File: config.mk
export PLATFORM = sky130hd
export DESIGN_NAME = write_burst
export DESIGN_NICKNAME = d
export VERILOG_FILES = /design/src/rtl/ddr_pkg.sv /design/src/rtl/ddr_out_mux.sv /design/src/rtl/write_burst.sv
export SDC_FILE = /design/constraint.sdc
export NUM_CORES = 1
export LEC_CHECK = 0
export CAP_MARGIN = 20
export CORE_MARGIN = 8
export CORE_UTILIZATION = 40
export DETAILED_ROUTE_END_ITERATION = 6
export DONT_BUFFER_PORTS = 1
export GPL_TIMING_DRIVEN = 0
export SETUP_SLACK_MARGIN = 0.1
export SYNTH_ARGS = -nofsm -noshare
export SYNTH_HDL_FRONTEND = slang
export SYNTH_HIERARCHICAL = 1
export SYNTH_SLANG_ARGS = --single-unit
File: constraint.sdc
create_clock -name clock -period 1.7 [get_ports clock]
set_input_delay 0.255 -clock clock [delete_from_list [all_inputs] [get_ports clock]]
set_output_delay 0.255 -clock clock [all_outputs]
set_load 0.01 [all_outputs]
File: src/rtl/ddr_pkg.sv
// Shared DDR write-path types and constants.
// Latency: n/a (types and constants only).
// Backpressure: n/a.
//
// Holds the write-burst FSM state encoding, default lane width / burst
// length and the preamble / postamble lengths (one cycle each).
package ddr_pkg;

   localparam int DEF_BW        = 8;   // DQ byte-lane width in bits
   localparam int DEF_BL        = 8;   // burst length in DQ beats
   localparam int PREAMBLE_CYC  = 1;   // DQS driven low before the first beat
   localparam int POSTAMBLE_CYC = 1;   // DQS driven low after the last beat

   typedef enum logic [1:0] {
      IDLE      = 2'd0,
      PREAMBLE  = 2'd1,
      BURST     = 2'd2,
      POSTAMBLE = 2'd3
   } wb_state_t;

endpackage

File: src/rtl/ddr_out_mux.sv
// DDR output mux: drives the high half of a registered word while clock=1, the low half while clock=0.
// Latency: combinational from din and clock level.
// Backpressure: none; output forced to zero when en=0.
//
// Ports: clock (half select), en (drive enable), din[2*W-1:0] (word), dout[W-1:0] (beat).
module ddr_out_mux #(
   parameter int W = 8
) (
   input  logic           clock,
   input  logic           en,
   input  logic [2*W-1:0] din,
   output logic [W-1:0]   dout
);

   always_comb begin
      dout = '0;
      if (en) begin
         dout = clock ? din[2*W-1:W] : din[W-1:0];
      end
   end

endmodule

File: src/rtl/write_burst.sv
// DDR write burst sequencer: preamble, BL/2 words as BL DDR beats, postamble.
// Latency: word accepted at edge k is driven on DQ during cycle k+1 (high half first).
// Backpressure: wr_ready from registered state only; a missing word zero-fills its beats and flags underrun.
//
// Ports:
//   clock, reset_n          single clock, async active-low reset
//   wr_valid/wr_data/wr_ready  write word handshake; wr_data[2*BW-1:BW] is the rising-half beat
//   dq_out, dq_oe           DDR data and its enable (BURST only)
//   dqs_out, dqs_oe         data strobe (edge-aligned, follows clock in BURST) and its enable
//   busy                    FSM not in IDLE
//   underrun                one-cycle pulse, a required word was missing
//   wr_mask, dm_out         data-mask path, present only with WRITE_BURST_DM_EN defined
module write_burst
   import ddr_pkg::*;
#(
   parameter int BW = DEF_BW,
   parameter int BL = DEF_BL
) (
   input  logic          clock,
   input  logic          reset_n,
   input  logic          wr_valid,
   input  logic [2*BW-1:0] wr_data,
`ifdef WRITE_BURST_DM_EN
   input  logic [1:0]    wr_mask,
   output logic [0:0]    dm_out,
`endif
   output logic          wr_ready,
   output logic [BW-1:0] dq_out,
   output logic          dq_oe,
   output logic          dqs_out,
   output logic          dqs_oe,
   output logic          busy,
   output logic          underrun
);

   localparam int WPB = BL / 2;                 // words per burst
   localparam int CW  = $clog2(WPB);
   localparam logic [CW-1:0] LAST = CW'(WPB - 1);

   wb_state_t       state_q, state_d;
   logic [CW-1:0]   cnt_q, cnt_d;
   logic [2*BW-1:0] data_q, data_d;
   logic            underrun_q, underrun_d;
   logic            take;
   logic            starve;
   logic            in_burst;

`ifdef WRITE_BURST_DM_EN
   logic [1:0]      mask_q, mask_d;
`endif

   // The last BURST cycle has no successor word inside this burst, so the
   // controller is only asked for BL/2 words: one in PREAMBLE, the rest in BURST.
   assign wr_ready = (state_q == PREAMBLE) || ((state_q == BURST) && (cnt_q != LAST));
   assign take     = wr_ready && wr_valid;
   assign starve   = wr_ready && !wr_valid;
   assign in_burst = (state_q == BURST);

   always_comb begin
      state_d = state_q;
      cnt_d   = cnt_q;
      case (state_q)
         IDLE: begin
            if (wr_valid) state_d = PREAMBLE;
         end
         PREAMBLE: begin
            state_d = BURST;
            cnt_d   = '0;
         end
         BURST: begin
            if (cnt_q == LAST) begin
               state_d = POSTAMBLE;
               cnt_d   = '0;
            end else begin
               cnt_d = cnt_q + 1'b1;
            end
         end
         POSTAMBLE: begin
            state_d = IDLE;
         end
         default: begin
            state_d = IDLE;
            cnt_d   = '0;
         end
      endcase
   end

   // A missing word still occupies its beat slot: send zeros rather than
   // repeating stale data, and keep the burst length intact.
   always_comb begin
      data_d     = data_q;
      underrun_d = starve;
      if (take) begin
         data_d = wr_data;
      end else if (starve) begin
         data_d = '0;
      end
   end

`ifdef WRITE_BURST_DM_EN
   // Underrun beats are masked so the DRAM ignores the zero fill.
   always_comb begin
      mask_d = mask_q;
      if (take) begin
         mask_d = wr_mask;
      end else if (starve) begin
         mask_d = 2'b11;
      end
   end

   always_ff @(posedge clock or negedge reset_n) begin
      if (!reset_n) begin
         mask_q <= '0;
      end else begin
         mask_q <= mask_d;
      end
   end
`endif

   always_ff @(posedge clock or negedge reset_n) begin
      if (!reset_n) begin
         state_q    <= IDLE;
         cnt_q      <= '0;
         data_q     <= '0;
         underrun_q <= 1'b0;
      end else begin
         state_q    <= state_d;
         cnt_q      <= cnt_d;
         data_q     <= data_d;
         underrun_q <= underrun_d;
      end
   end

   ddr_out_mux #(.W(BW)) u_dq_mux (
      .clock (clock),
      .en    (in_burst),
      .din   (data_q),
      .dout  (dq_out)
   );

`ifdef WRITE_BURST_DM_EN
   ddr_out_mux #(.W(1)) u_dm_mux (
      .clock (clock),
      .en    (in_burst),
      .din   (mask_q),
      .dout  (dm_out)
   );
`endif

   // Strobe is edge-aligned with data; the PHY adds the quarter-cycle shift.
   assign dq_oe    = in_burst;
   assign dqs_out  = in_burst & clock;
   assign dqs_oe   = (state_q != IDLE);
   assign busy     = (state_q != IDLE);
   assign underrun = underrun_q;

endmodule

* Yosys cells after proc, flatten, opt, wreduce, memory -nomap -nowiden
Cells that the tools add are included.
** Word-level totals
- Register bits after elaboration :: 21
- Bits in read-only memories :: 0
- Output and inout bits :: 14
- Input port bits :: 19
- RAM bits :: 0
- Bits in latches :: 0
- Logic and storage cells :: 32
- Memories kept :: 0
** Cells by class
- Multiply operators :: 0
- Order comparisons :: 0
- Reduce and logical (&&, ||, !) cells :: 10
- $add $sub $neg :: 1
- Divide/modulo/power cells :: 0
- Bitwise logic cells :: 1
- Equality and inequality tests :: 7
- Mux-type cells :: 9
- Shift operators :: 0
** Operators with widths (count)
- 16-bit two-way mux :: 2
- 8-bit two-way mux :: 2
- 2-bit one-hot mux with 4 select lines :: 1
- 2-bit equality test (second input constant) :: 3
- 2-bit two-way mux :: 3
- 2-bit nonzero test :: 3
- 2-bit != test (second input constant) :: 2
- 2-bit one-hot mux with 2 select lines :: 1
- 1-bit logical AND :: 3
- 2-bit by 1-bit adder with 2-bit output (second input constant) :: 1
- 2-bit by 1-bit equality test with 1-bit output (second input constant) :: 1
- 2-bit zero test :: 1
- 2-bit by 1-bit != test with 1-bit output (second input constant) :: 1
- 2-bit AND reduction :: 1
- 1-bit bitwise AND :: 1
- 1-bit zero test :: 1
- 1-bit logical OR :: 1

* Logic depth before layout (Yosys ltp)
Gate-level depths: netlist of run 1.
- Depth in word-level cells :: 6
- Depth in mapped cells :: 6
- Gate-level depth less buffers :: 5

* Hierarchy
Netlist of run 1, hierarchy kept.
** By module, submodules not included
- write_burst :: seq. area each 525.5 um^2, area an instance 1019.7 um^2, cells each 96, times used 1
- ddr_out_mux :: seq. area each 0.0 um^2, area an instance 141.4 um^2, cells each 17, times used 1

==> results of run 1 <==
-- cells by family after synthesis --
logic type / after synthesis
buffers and inverters: 27
AO/OA/AOI/OAI: 3
flip-flops: 21
AND/OR/NAND/NOR: 32
multiplexers: 25
adder cells (fa/ha/maj): 5
-- layout by cell type, fill, tap and decap left out, types with 2 or more instances in the layout --
cell type / count
buf_2: 2
buf_4: 6
buf_6: 4
buf_8: 3
clkbuf_4: 5
dfrtp_1: 21
dlygate4sd3_1: 17
ha_1: 2
ha_4: 2
inv_1: 18
inv_2: 2
mux2i_1: 21
mux2i_2: 3
nand2_1: 16
nand3_1: 2
nor2b_2: 8
o21ai_0: 2
-- through the flow --
stage / std cells / utilization, %
2_1_floorplan: 113 / -
5_1_grt: 181 / 59.8
4_1_cts: 179 / 58.1
3_3_place_gp: 144 / 43.6
6_report: 181 / 59.8
3_5_place_dp: 144 / 43.6
-- what timing repair did --
item	CTS	global route
buffers inserted	8	1
endpoints found under the setup margin	30	25
hold buffers	17	0
endpoints found under the hold margin	37	0
resized for setup	31	8
pin swaps	2	2
-- final cells by class --
class / count / area share [%]
multi-input combinational: 65 / 34.4
sequential: 21 / 31.8
timing repair buffer: 26 / 15.5
clock buffer: 10 / 6.90
inverter: 22 / 5.91
buffer: 4 / 2.50
tap: 31 / 2.35
clock inverter: 2 / 0.531
-- sequential cells by signal, indices dropped and copies added, names as in the netlist --
signal / cells
state_q: 2
cnt_q: 2
data_q: 16
underrun: 1
-- worst max path at each step --
stage               startpoint        end  slack (ns)  depth (start not counted)
detailed placement  state_q[0]   wr_ready       -0.02                          6
floorplan                clock  dq_out[0]        0.17                          3
finish                   clock  dq_out[0]       -0.11                          5
global route        state_q[0]   wr_ready       -0.17                          6
CTS                      clock  dq_out[0]       -0.15                          5
global placement    state_q[0]   wr_ready      -0.008                          6
-- layer usage --
layer / up-vias / wire [um] / global-route usage (%) / part of all wire (%)
met5: - / 0 / 0 / 0
met3: 10 / 273 / 10.0 / 9.6
met2: 36 / 1350 / 17.5 / 47
met1: 442 / 1130 / 12.1 / 40
met4: 0 / 99 / 15.8 / 3.5
li1: 424 / - / - / -
-- power breakdown --
group / internal, uW / total, uW / switching, uW
Clock: 692 / 1210 / 516
Sequential: 708 / 839 / 131
Combinational: 726 / 1400 / 679
Total: 2130 / 3450 / 1330
==> metrics.csv, run 1 <==
metric,value,unit
adder-cell share of the synthesized area,5.39,%
routability congestion estimate,0.716,
Critical Path AT,1.55,ns
CP Buf/Inv Count,3,
Peak VDD IR,1690,uV
worst hold-check path type,in -> async,
filler cell count,243,
max-cap violations,0,
clk_skew,0.00731,ns
Worst Setup Path Type,clk -> out,
vias,912,
global-route wire length before repair,4.89,mm
leakage power,0.000818,uW
ys async rst share,100,%
DRT antenna net count,0,
largest cells by area after synthesis,"dfrtp_1, mux2i_1, inv_1, ha_1, nand2_1",
fin nets,174,
GR Util All Layers,13.4,%
Yosys reg bits,21,
"Slew Viols, Final",0,
most common cell in the netlist,mux2i_1,
Design Power,3450,uW
worst skew pair latency,0.42,ns
Max Clock Freq,558,MHz
Critical Path End Type,output pin,
WHS,0.102,ns
area grow syn2layout,42.1,%
top cell type's share of synthesized area,45.3,%
detailed-routing iteration count for the pre-antenna-repair pass,4,
Post-synth EDFFs,0,
CTS tree,yes,
vias in the first global route,1075,
Final WS setup,-0.107,ns
sequential fraction of the synthesis area,45.3,%
via/cell ratio,5.04,
Worst slew margin,83.5,%
Syn Inst Count,113,
FF+latch area,526,um2
final wirelength,2.86,mm
Worst setup SP type,clock port,
number of diodes,0,
Synth Area in Compound Gates,1.72,%
Buffers on Ports,0,
Worst Path Max Fanout,4,
Post-Place Cell Area,1200,um2
XOR/XNOR Fraction of Synth Area,0,%
hpwl dp,1.73,mm
Avg Synthesized Cell Area,10.3,um2
post-synth cell types,18,
RSZ-0062 raised after global routing,true,
proportion of synthesized area in mux cells,21.7,%
WL/cell,15.8,um
worst slew pin tran,0.246,ns
"area leader, netlist",dfrtp_1,
# DRC,0,
Initial Util,42.1,%
Die Wd,69.9,um
failing checks,setup timing,
"top cells by count, synth","mux2i_1, inv_1, dfrtp_1",
ys flop type,dfrtp_1,
initial DRC count,26,
antenna violations before repair,0,
main combinational cell family by area after synthesis,multiplexers,
Final Cycle Share,106,%
cell row count,19,
grt ovf,0,
Crit-path slowest cell,nor2b_2,
multi-input logic area,568,um2
core area,2760,um2
status,finished with violations,
simple logic cell fraction of the synthesized area,14.7,%
syn nets,137,
P per Cell Area,2090,nW/um2
Reg2Reg Launch Point,state_q[1],
r2r endpoint,state_q[1],
CP required,1.44,ns
R2R Setup Slk,0.12,ns
Crit path max-delay family,buffers and inverters,
Setup-failing EPs final,11,
share of post-route cells with drive strength above 1,30.7,%
DP Worst Slack,-0.0216,ns
setup_tns,-0.706,ns
post-route minimum period,1.81,ns
Max stage delay on crit path,0.17,ns
synthesized area,1160,um2
post-route cell area,1650,um2
Fin. Hold Viols,0,
Synth Warn #,6,
Die Y,69.9,um
crit-path cells,"clkbuf_8, buf_8, clkbuf_16, mux2i_2, nor2b_2",
clock transition at the registers of the reported paths,0.13,ns
largest net degree at the start of global routing,22,
worst reg2reg path depth,5,
die area,4880,um2
Ports,33,
Power figures use the tool's default switching activity.
==> run 2: changes to the inputs <==
- CORE_UTILIZATION: 40 -> 30
- DONT_BUFFER_PORTS: 1 -> not set
- PLACE_DENSITY_LB_ADDON: not set -> 0.15
- SETUP_SLACK_MARGIN: 0.1 -> not set
==> run 2 against run 1 <==
  * The run now fails in global routing
  * Area after synthesis unchanged
  * Synthesized cell count unchanged
==> metrics.csv, run 2 <==
metric,value,unit
syn nets,137,
Die Wd,78.2,um
Stop stage,global routing,
routability congestion estimate,0.716,
Syn Inst Count,113,
ys async rst share,100,%
Initial Util,31.5,%
largest net degree at the start of global routing,22,
Post-CTS Hold Buffers,0,
Post-Place Cell Area,1530,um2
largest cells by area after synthesis,"dfrtp_1, mux2i_1, inv_1, ha_1, nand2_1",
Yosys reg bits,21,
Die Y,78.2,um
Ports,33,
hpwl dp,1.93,mm
Post-synth EDFFs,0,
"top cells by count, synth","mux2i_1, inv_1, dfrtp_1",
GR Util All Layers,4670,%
Run Error,[ERROR GRT-0232] Routing congestion too high. Check the congestion heatmap in the GUI.,
Synth Warn #,6,
"Worst endpoint, post-GRT repair",dq_out[1],
Buffers on Ports,31,
Avg Synthesized Cell Area,10.3,um2
top cell type's share of synthesized area,45.3,%
synthesized area,1160,um2
"area leader, netlist",dfrtp_1,
ys flop type,dfrtp_1,
most common cell in the netlist,mux2i_1,
DP Cell Count,192,
post-synth cell types,18,
cell row count,22,
grt ovf,196590,
sequential fraction of the synthesis area,45.3,%
worst ep type,output port,
status,did not finish,
## run 2: cell counts after synthesis
Identical to the previous run, type by type.
## run 2: stage by stage
| stage | TNS (ns) | util, % | worst slack, ns |
|---|---|---|---|
| floorplan | 0 | - | 0.0832 |
| global placement | -3.24 | 41.5 | -0.583 |
| detailed placement | -3.93 | 41.5 | -0.640 |
| CTS | -1.62 | 46.7 | -0.202 |
## run 2: cell families after synthesis
kind of cell               count (synthesis)  synth area share (%)
and+or+nand+nor                           32                  14.7
muxes                                     25                  21.7
adders and majority gates                  5                  5.39
buffers and inverters                     27                  11.3
DFF                                       21                  45.3
AOI/OAI and AO/OA                          3                  1.72
## run 2: repair_timing
action,4_1_cts
setup endpoints to repair,32
pin swaps,2
buffers inserted,9
resized for setup,58
## run 2: layer usage
| layer | GRT overflow | GRT usage (%) |
|---|---|---|
| met4 | 131062 | 24300 |
| met3 | 65528 | 7470 |
| met2 | 0 | 16.4 |
| met5 | 0 | 0 |
| met1 | 0 | 9.33 |
